==> src/rtl/sparc_pkg.sv <==
// ============================================================================
// Module : sparc_pkg
// Brief  : Shared SPARC V8 integer constants for the branch/icc unit.
//          Covers Bicc conds, op/op3 codes, the state type and icc bit indices.
// Rev    : 1.0 - initial release
// ============================================================================
`default_nettype none

package sparc_pkg;

    localparam logic [3:0] COND_BN   = 4'h0;
    localparam logic [3:0] COND_BE   = 4'h1;
    localparam logic [3:0] COND_BLE  = 4'h2;
    localparam logic [3:0] COND_BL   = 4'h3;
    localparam logic [3:0] COND_BLEU = 4'h4;
    localparam logic [3:0] COND_BCS  = 4'h5;
    localparam logic [3:0] COND_BNEG = 4'h6;
    localparam logic [3:0] COND_BVS  = 4'h7;
    localparam logic [3:0] COND_BA   = 4'h8;
    localparam logic [3:0] COND_BNE  = 4'h9;
    localparam logic [3:0] COND_BG   = 4'hA;
    localparam logic [3:0] COND_BGE  = 4'hB;
    localparam logic [3:0] COND_BGU  = 4'hC;
    localparam logic [3:0] COND_BCC  = 4'hD;
    localparam logic [3:0] COND_BPOS = 4'hE;
    localparam logic [3:0] COND_BVC  = 4'hF;

    localparam logic [1:0] OP_ARITH = 2'b10;

    localparam logic [5:0] OP3_ADDCC  = 6'h10;
    localparam logic [5:0] OP3_ANDCC  = 6'h11;
    localparam logic [5:0] OP3_ORCC   = 6'h12;
    localparam logic [5:0] OP3_XORCC  = 6'h13;
    localparam logic [5:0] OP3_SUBCC  = 6'h14;
    localparam logic [5:0] OP3_ANDNCC = 6'h15;
    localparam logic [5:0] OP3_ORNCC  = 6'h16;
    localparam logic [5:0] OP3_XNORCC = 6'h17;
    localparam logic [5:0] OP3_ADDXCC = 6'h18;
    localparam logic [5:0] OP3_SUBXCC = 6'h1C;

    typedef enum logic [1:0] {
        NORMAL = 2'd0,
        DSLOT  = 2'd1,
        ANNUL  = 2'd2
    } bu_state_t;

    localparam int unsigned ICC_N = 3;
    localparam int unsigned ICC_Z = 2;
    localparam int unsigned ICC_V = 1;
    localparam int unsigned ICC_C = 0;

    function automatic logic is_cc_op(input logic [1:0] op, input logic [5:0] op3);
        logic w_hit;
        w_hit = 1'b0;
        case (op3)
            OP3_ADDCC, OP3_ANDCC, OP3_ORCC, OP3_XORCC,
            OP3_SUBCC, OP3_ANDNCC, OP3_ORNCC, OP3_XNORCC,
            OP3_ADDXCC, OP3_SUBXCC: w_hit = 1'b1;
            default:                w_hit = 1'b0;
        endcase
        return (op == OP_ARITH) && w_hit;
    endfunction

endpackage

`default_nettype wire

==> src/rtl/bicc_cond_eval.sv <==
// ============================================================================
// Module : bicc_cond_eval
// Brief  : Combinational Bicc condition evaluator (cond + icc -> taken).
// Rev    : 1.0 - initial release
// ============================================================================
`default_nettype none

module bicc_cond_eval
    import sparc_pkg::*;
(
    input  logic [3:0] i_cond,
    input  logic [3:0] i_icc,
    output logic       o_taken
);

    logic w_n, w_z, w_v, w_c;
    logic w_base;

    assign w_n = i_icc[ICC_N];
    assign w_z = i_icc[ICC_Z];
    assign w_v = i_icc[ICC_V];
    assign w_c = i_icc[ICC_C];

    // Upper half of the cond space is the complement of the lower half.
    always_comb begin
        w_base = 1'b0;
        case (i_cond[2:0])
            3'd0: w_base = 1'b0;
            3'd1: w_base = w_z;
            3'd2: w_base = w_z | (w_n ^ w_v);
            3'd3: w_base = w_n ^ w_v;
            3'd4: w_base = w_c | w_z;
            3'd5: w_base = w_c;
            3'd6: w_base = w_n;
            3'd7: w_base = w_v;
            default: w_base = 1'b0;
        endcase
    end

    assign o_taken = w_base ^ i_cond[3];

endmodule

`default_nettype wire

==> src/rtl/icc_branch_unit.sv <==
// ============================================================================
// Module : icc_branch_unit
// Brief  : PSR icc register, Bicc evaluation and delay-slot annul tracking.
//          Optional macro ICC_BYPASS_EN forwards same-cycle ALU flags.
// Rev    : 1.0 - initial release
// ============================================================================
`default_nettype none

module icc_branch_unit
    import sparc_pkg::*;
#(
    parameter logic [3:0] RESET_ICC = 4'b0000
) (
    input  logic       Clk,
    input  logic       Rst_n,
    input  logic       En,
    input  logic       Valid,
    input  logic [1:0] Op,
    input  logic [5:0] Op3,
    input  logic       N_in,
    input  logic       Z_in,
    input  logic       V_in,
    input  logic       C_in,
    input  logic       Is_bicc,
    input  logic [3:0] Cond,
    input  logic       A_bit,
    input  logic       Wr_icc,
    input  logic [3:0] Icc_wdata,
    output logic [3:0] Icc,
    output logic       Cin_out,
    output logic       Branch_taken,
    output logic       Slot_annul
);

    logic [3:0] r_icc;
    bu_state_t  r_state;

    logic       w_ev;
    logic       w_cc_op;
    logic       w_resolved;
    logic [3:0] w_flags;
    logic [3:0] w_eval_icc;
    logic       w_cond_true;
    logic       w_annul;

    assign w_ev       = Valid & ~Slot_annul;
    assign w_cc_op    = is_cc_op(Op, Op3);
    assign w_resolved = w_ev & Is_bicc;
    assign w_flags    = {N_in, Z_in, V_in, C_in};

`ifdef ICC_BYPASS_EN
    // A write to icc in the same cycle wins, so flags are forwarded only without it.
    assign w_eval_icc = (w_ev & w_cc_op & ~Wr_icc) ? w_flags : r_icc;
`else
    assign w_eval_icc = r_icc;
`endif

    bicc_cond_eval u_cond_eval (
        .i_cond  (Cond),
        .i_icc   (w_eval_icc),
        .o_taken (w_cond_true)
    );

    assign Branch_taken = w_resolved & w_cond_true;
    // BA,a annuls its slot even though it is always taken.
    assign w_annul      = A_bit & (~w_cond_true | (Cond == COND_BA));

    always_ff @(posedge Clk) begin
        if (!Rst_n) begin
            r_icc   <= RESET_ICC;
            r_state <= NORMAL;
        end else if (En) begin
            if (Wr_icc) begin
                r_icc <= Icc_wdata;
            end else if (w_ev & w_cc_op) begin
                r_icc <= w_flags;
            end

            if (w_resolved) begin
                r_state <= w_annul ? ANNUL : DSLOT;
            end else begin
                r_state <= NORMAL;
            end
        end
    end

    assign Icc        = r_icc;
    assign Cin_out    = w_eval_icc[ICC_C];
    assign Slot_annul = (r_state == ANNUL);

endmodule

`default_nettype wire

==> config.mk <==
export PLATFORM = sky130hd
export DESIGN_NAME = icc_branch_unit
export DESIGN_NICKNAME = d
export VERILOG_FILES = /design/src/rtl/sparc_pkg.sv /design/src/rtl/bicc_cond_eval.sv /design/src/rtl/icc_branch_unit.sv
export SDC_FILE = /design/constraint.sdc
export NUM_CORES = 1
export LEC_CHECK = 0
export CAP_MARGIN = 0
export CORE_AREA = 10 10 51 53
export CTS_CLUSTER_DIAMETER = 80
export DETAILED_ROUTE_END_ITERATION = 6
export DIE_AREA = 0 0 61 63
export GPL_TIMING_DRIVEN = 0
export HOLD_SLACK_MARGIN = 0.05
export PLACE_DENSITY = 0.72
export SYNTH_ARGS = -nofsm -noshare
export SYNTH_HDL_FRONTEND = slang
export SYNTH_SLANG_ARGS = --single-unit
export TNS_END_PERCENT = 30
==> constraint.sdc <==
create_clock -name Clk -period 1.2 [get_ports Clk]
set_input_delay 0.12 -clock Clk [delete_from_list [all_inputs] [get_ports Clk]]
set_output_delay 0.12 -clock Clk [all_outputs]
set_load 0.005 [all_outputs]
==> results by group, run 1 <==
Run status
  • Status: finished with violations
  • Violated checks: negative setup slack

Final layout
  • Layout cells sized above 1: 23.6%
  • Commonest non-fill, non-tap cell in the layout: clkdlybuf4s50_1
  • Commonest cells after routing, fill and taps aside: 20 x clkdlybuf4s50_1, 9 x dlygate4sd2_1, 6 x nand2_1
  • Area grow syn2layout: 90.1%
  • Nets: 118
  • Fin area: slightly above 800 um^2
  • Diode count: 0
  • Final std cells w/o fill: 106
  • Final Core Density: 49.4%

Worst setup path
  • Crit path max fanout: 4
  • Reg2reg start: Icc[1]
  • Crit. Startpoint: Icc[1]
  • Critical path depth: 7
  • Worst Setup End Kind: primary output
  • R2R cell count: 6
  • Slack of the worst reg-to-reg path: -0.10 ns
  • Critical Path RT: approximately 1.1 ns
  • Critical Path AT: 1.34 ns
  • CP delay by family, top: flip-flops
  • Crit path kind: flip-flop to primary output
  • Worst-path cell chain: nand2_2 -> o221ai_2 -> nor2_2 -> nor2_1 -> o21ai_1 -> a21oi_1 -> buf_2
  • CP Launch Type: flip-flop
  • Reg2reg end: r_state[0]
  • Max incr delay on CP: 0.37 ns
  • CP Capture Point: Branch_taken
  • CP max-delay cell: dfxtp_4
  • Buf/Inv on CP: 1

STA
  • Fin Clk Skew: roughly 0.0071 ns
  • Final Cycle Share: 122%
  • RSZ-0062 raised after global routing: true
  • Minimum clock period: 1.46 ns
  • Slew @ Worst Pin: 0.282 ns
  • Final setup violation count: 6
  • Max Fclk: 685 MHz
  • Final hold violations: 0
  • Final Max Tran Viols: 0
  • Fin Hold WS: 0.393 ns
  • Relative slew slack: 81.1%
  • Final worst setup slack: -0.260 ns

Routing
  • Pre-antenna DRT Iters: 2
  • Via density per instance: between 5 and 6
  • Aggregate routed wire length: 1.47 mm
  • DR vias: 532
  • Routed Antenna Nets: 0
  • Post-route DRC: 0
  • Routed length per instance: 13.8 um
  • Starting DRC count in detailed routing: 6

Global routing
  • Total congestion overflow: 0
  • Initial antenna violation count: 0
  • Largest net degree at the start of global routing: 9
  • Total track usage: 7.84%
  • First-pass GRT wire length: ~2.3 mm
  • Vias in the first global route: about 510

Logic synthesis
  • Post-synth EDFFs: 0
  • Number of library cell types mapped by synthesis: 23
  • Share of synthesized registers carrying an async set or reset: 0%
  • Synth Cell Area: 429 um^2
  • Synth Flop Type: dfxtp_1
  • Seq/Total Area, Yosys: 28.0%
  • Yosys Warn Count: 0
  • Synth Instances: 54
  • Syn Nets: 81
  • Avg Inst Size Synth: 7.95 um^2
  • Flop and latch count out of synthesis: 6

CTS
  • CTS tree: yes
  • Clock tree buffer depth: 2
  • H-tree levels: 1
  • Worst-path clk slew: roughly 0.050 ns
  • Num CTS Buffers: 3
  • Clock root buffer: clkbuf_4
  • Sink Count: 6
  • Worst-Skew Late Latency: roughly 0.26 ns
  • CTS Hold Buffers Added: 0

Floorplanning
  • Boundary Pins: 34
  • Core Box Area: between 0.0015 and 0.002 mm^2
  • Die Y: roughly 63 um
  • Die width: ~61 um
  • Num rows: 15
  • Die Footprint: between 0.003 and 0.004 mm^2
  • Initial Utilization: 26.0%

Power
  • Worst VDD drop: 0.294 mV
  • P per Cell Area: 768 mW/mm^2
  • Total Power: between 600 and 700 uW
  • Leakage Power: 0.000383 uW

Hold path
  • HP Class: input port to flip-flop
  • Hold Path Stages: 4

Placed design
  • DP HPWL: 1.18 mm
  • DP Area: 771 um^2
  • PortBufs: 31
  • Placed Cells: roughly 100
  • Final Wtd Congestion: roughly 0.70

Job
  • Max-Cap Viols: 0
==> state kept, by name (all words and copies together) (netlist names) <==
| signal | cells |
|---|---|
| Icc | 4 |
| r_state | 2 |
==> where the power goes <==
part	switching [uW]	internal, uW	leakage [uW]
clock	84.6	114	0.0000138
combinational	72.2	130	0.000319
sequential	13.0	212	0.0000510
total	170	456	0.000383
==> cell usage after synthesis, drive strengths merged, types with 2 or more instances <==
cell    count  area [um^2]
nand2       8         32.5
dfxtp       6          120
o21ai       6         30.0
o211a       5         50.1
mux2i       4         40.0
nor2        4         15.0
nand2b      3         18.8
nor2b       3         18.8
a21oi       2         10.0
buf         2         12.5
nand3b      2         15.0
==> area by class of cell <==
type	instances	area, um^2
multi-input combinational	45	327
fill	166	836
sequential	6	128
tap	17	21.3
timing repair buffer	32	299
clock buffer	3	22.5
buffer	3	18.8
==> cells by family (layout without fill, tap and decap cells) <==
group | Yosys count | in the layout | share of synthesized area, %
AND/OR/NAND/NOR | 24 | 24 | 29.7
AO/OA/AOI/OAI | 17 | 17 | 29.2
buffers and inverters | 3 | 38 | 3.79
multiplexers | 4 | 4 | 9.33
flip-flops | 6 | 6 | 28.0
==> how the worst min path moves through the flow <==
stage,from,endpoint,slack [ns]
2_1_floorplan,Rst_n,Icc[1],0.25
3_3_place_gp,r_state[1],r_state[1],0.47
3_5_place_dp,r_state[1],r_state[1],0.48
4_1_cts,Wr_icc,Icc[3],0.40
5_1_grt,Wr_icc,Icc[1],0.42
6_report,Wr_icc,Icc[1],0.39
==> what timing repair did <==
action / CTS / global route
setup buffers: 1 / 0
resized for setup: 22 / 5
setup endpoints to repair: 13 / 7
pin swaps: 7 / 5
==> worst reg2reg max path, delay by kind of cell, from the launching register on <==
family             cells  cell delay (ns)
AOI/OAI and AO/OA      3             0.53
and+or+nand+nor        3             0.35
DFF                    1             0.37
==> stage by stage <==
step / setup slack [ns] / setup TNS (ns)
floorplan: -0.00239 / -0.00479
global placement: -0.794 / -3.16
detailed placement: -0.802 / -3.20
CTS: -0.248 / -0.469
global route: -0.382 / -1.17
finish: -0.260 / -0.443
==> metal layers <==
metal	up-vias	track usage, %	wire, um
li1	268	-	-
met1	244	7.34	518
met2	16	12.2	780
met3	4	6.10	151
met4	0	3.30	17
met5	-	0	0
Power figures use the tool's default switching activity.
==> inputs of run 2 (changes only) <==
--- a/config.mk
+++ b/config.mk
@@ -5,6 +5,7 @@
 export SDC_FILE = /design/constraint.sdc
 export NUM_CORES = 1
 export LEC_CHECK = 0
+export ABC_AREA = 1
 export CAP_MARGIN = 0
 export CORE_AREA = 10 10 51 53
 export CTS_CLUSTER_DIAMETER = 80
@@ -12,7 +13,7 @@
 export DIE_AREA = 0 0 61 63
 export GPL_TIMING_DRIVEN = 0
 export HOLD_SLACK_MARGIN = 0.05
-export PLACE_DENSITY = 0.72
+export PLACE_DENSITY = 0.75
 export SYNTH_ARGS = -nofsm -noshare
 export SYNTH_HDL_FRONTEND = slang
 export SYNTH_SLANG_ARGS = --single-unit
==> run 2 against run 1 <==
Against the previous run: clock-buffer cell count unchanged; synthesized area up 9.9%; clock skew down 0.0022 ns; sequential share of layout area down 1.8 points; total power up 2.9%; routed wire length up 11%; the run still ends with negative setup slack left; final cell count up 31%; utilization up 5.2 points; setup slack worse by 0.043 ns; clock power down 9%; die area unchanged; critical path depth up 3.
==> results by group, run 2 <==
Global routing
  • First-pass GRT wire length: 2.48 mm
  • Initial antenna violation count: 0
  • Largest net degree at the start of global routing: 8
  • Total congestion overflow: 0
  • Vias in the first global route: 630
  • Total track usage: 8.24%

Hold path
  • HP Class: input port to flip-flop
  • Hold Path Stages: 6
  • Hold Path End: r_state[0]
  • Min-delay src: Cond[0]

Final layout
  • Nets: about 150
  • Final std cells w/o fill: 139
  • Max reg flops: 4
  • Commonest cells after routing, fill and taps aside: 24 x nand2_1, 22 x clkdlybuf4s50_1, 9 x nand2_2
  • Layout cells sized above 1: 30.3%
  • Commonest non-fill, non-tap cell in the layout: nand2_1
  • Area grow syn2layout: 91.2%
  • Diode count: 0
  • Final Core Density: 54.6%
  • Fill cell count: 192

Floorplanning
  • Die width: about 61 um
  • Die Footprint: 0.00384 mm^2
  • Boundary Pins: 34
  • Initial Utilization: 28.6%
  • Num rows: 15
  • Core Box Area: 0.00165 mm^2
  • Die Y: 63 um

Routing
  • Via density per instance: 4.72
  • Aggregate routed wire length: 1.63 mm
  • Starting DRC count in detailed routing: 5
  • Routed length per instance: between 10 and 15 um
  • DR vias: 656
  • Pre-antenna DRT Iters: 4
  • Routed Antenna Nets: 0
  • Post-route DRC: 0

Worst setup path
  • Crit path max fanout: 3
  • Crit path kind: flip-flop to primary output
  • CP max-delay cell: dfxtp_2
  • Buf/Inv on CP: 1
  • Worst-path cell chain: nand2_2 -> nand2_1 -> nand2_1 -> nand2_1 -> nand2_2 -> nand3_2 -> nand2_1 -> nand2_1 -> a21oi_2 -> buf_2
  • Max incr delay on CP: 0.33 ns
  • Worst Setup End Kind: primary output
  • Reg2reg start: Icc[3]
  • Cell mode on critical path: nand2_1
  • Critical Path RT: 1.08 ns
  • Reg2reg end: r_state[0]
  • CP Launch Type: flip-flop
  • R2R cell count: 11
  • CP delay by family, top: simple AND/OR/NAND/NOR gates
  • Critical Path AT: around 1.4 ns
  • Slack of the worst reg-to-reg path: -0.07 ns

Logic synthesis
  • Post-synth EDFFs: 0
  • Yosys Warn Count: 0
  • Syn Nets: 111
  • Synth area leader: dfxtp_1
  • Synth Flop Type: dfxtp_1
  • Synth Instances: 84
  • Share of synthesized registers carrying an async set or reset: 0%
  • Largest cells by area after synthesis: dfxtp_1 25%, nand2_1 25%, inv_1 8.0%
  • Flop and latch count out of synthesis: 6
  • Number of library cell types mapped by synthesis: 17
  • Post-synth top cells: 32 x nand2_1, 10 x inv_1, 7 x nor2_1
  • Seq/Total Area, Yosys: 25.5%
  • Area share of the largest cell type after synthesis: ~25%
  • Synth Cell Area: 472 um^2
  • Avg Inst Size Synth: 5.62 um^2
  • Most frequent cell after synthesis: nand2_1

CTS
  • CTS tree: yes
  • Worst-Skew Late Latency: 0.24 ns
  • CTS Hold Buffers Added: 0
  • Clock root buffer: clkbuf_4
  • H-tree levels: 1
  • Num CTS Buffers: 3
  • Sink Count: 6
  • Clock tree buffer depth: 2
  • Worst-path clk slew: approximately 0.050 ns

Power
  • Psw: between 150 and 200 uW
  • Clk pwr share: 28.2%
  • Pint: 462 uW
  • Switch share: between 20% and 30%
  • Combinational power share: 36.9%
  • Leakage Power: ~0.00046 uW
  • Seq pwr share: 34.9%
  • P per Cell Area: approximately 710 mW/mm^2
  • Worst VDD drop: 0.333 mV

Placed design
  • DP HPWL: 1.33 mm
  • PortBufs: 32
  • Final Wtd Congestion: 0.694
  • Post-Place Setup Slack: -0.801 ns
  • Placed Cells: 133

Run status
  • Status: finished with violations
  • Violated checks: negative setup slack

STA
  • Minimum clock period: 1.50 ns
  • Final Cycle Share: 125%
  • Final Max Tran Viols: 0
  • Final hold violations: 0
  • Final worst setup slack: -0.303 ns
  • Final setup violation count: 7
  • Relative slew slack: 87.1%
  • RSZ-0062 raised after global routing: true
  • Fin Hold WS: between 0.4 and 0.5 ns
  • Fin Clk Skew: 0.00491 ns
  • Slew @ Worst Pin: 0.192 ns
  • Max Fclk: 665 MHz

Job
  • Max-Cap Viols: 0
[run 2: cell count changes in the layout (fill, tap and decap cells not counted), sizes merged, moves of 2 or more]
cell,before,now
mux2i,4,0
o211a,5,0
a21oi,2,6
dlygate4sd2,9,7
nor2,4,9
nor2b,3,0
clkdlybuf4s50,20,22
nand3,0,6
nand2b,3,0
nand2,8,34
inv,0,13
[run 2: metrics by stage]
step / power [uW] / cell area (um^2) / TNS [ns]
detailed placement: 443 / 813 / -2.57
finish: 645 / 902 / -0.448
floorplan: 310 / 472 / 0
global placement: 438 / 813 / -2.40
global route: 698 / 902 / -1.14
CTS: 633 / 860 / -0.446
[run 2: how the worst max path moves through the flow]
stage	depth (start not counted)	from	end	slack (ns)
final	10	Icc[2]	Branch_taken	-0.30
after global routing	10	Icc[2]	Branch_taken	-0.42
after CTS	10	Icc[1]	Branch_taken	-0.24
after detailed placement	12	Cond[2]	Branch_taken	-0.80
after global placement	12	Cond[2]	Branch_taken	-0.76
after floorplan	9	r_state[1]	Icc[1]	0.10
[run 2: layout make-up]
cell class / count / area (um^2) / area share [%]
flip-flops and latches: 6 / 125 / 13.9
plain buffers: 1 / 7.51 / 0.832
clock buffers: 3 / 22.5 / 2.50
inverters: 13 / 48.8 / 5.41
well taps: 17 / 21.3 / 2.36
multi-input cells: 64 / 342 / 37.9
repair buffers: 35 / 335 / 37.2
[run 2: repair_timing]
action / in CTS / in global routing
pin swaps: 1 / 10
buffers inserted: 3 / 1
resized for setup: 20 / 16
endpoints found under the setup margin: 13 / 7
[run 2: logic make-up (layout without fill, tap and decap cells)]
family,Yosys count,in the layout,share of synthesized area (%)
and+or+nand+nor,52,52,49.1
buffers and inverters,14,52,11.9
AOI/OAI and AO/OA,12,12,13.5
DFF,6,6,25.5
[run 2: tightest hold or removal path, stage by stage]
cell and delay, ns:
dlymetal6s2s_1 0.18, a21oi_1 0.09, nand4_1 0.09, nand3_2 0.07, nand2_2 0.06, a21oi_2 0.05
[run 2: power groups by stage]
stage / Combinational (uW) / Sequential, uW / Clock (uW)
after floorplan: 85.0 / 225 / 0
after global placement: 212 / 226 / 0
after detailed placement: 216 / 227 / 0
after CTS: 220 / 223 / 190
after global routing: 262 / 226 / 210
final: 238 / 225 / 182
[run 2: metal layers]
layer	up-vias	part of all wire (%)	track usage (%)
met5	-	0	0
met4	0	0.61	6.59
met3	2	10	4.27
met2	26	49	12.6
met1	288	40	7.82
li1	340	-	-
==> inputs of run 3 (changes only) <==
--- a/config.mk
+++ b/config.mk
@@ -11,6 +11,7 @@
 export CTS_CLUSTER_DIAMETER = 80
 export DETAILED_ROUTE_END_ITERATION = 6
 export DIE_AREA = 0 0 61 63
+export GPL_ROUTABILITY_DRIVEN = 0
 export GPL_TIMING_DRIVEN = 0
 export HOLD_SLACK_MARGIN = 0.05
 export PLACE_DENSITY = 0.75
==> results of run 3 <==
No change in the layout: final DEF, timing and power equal those of run 2.
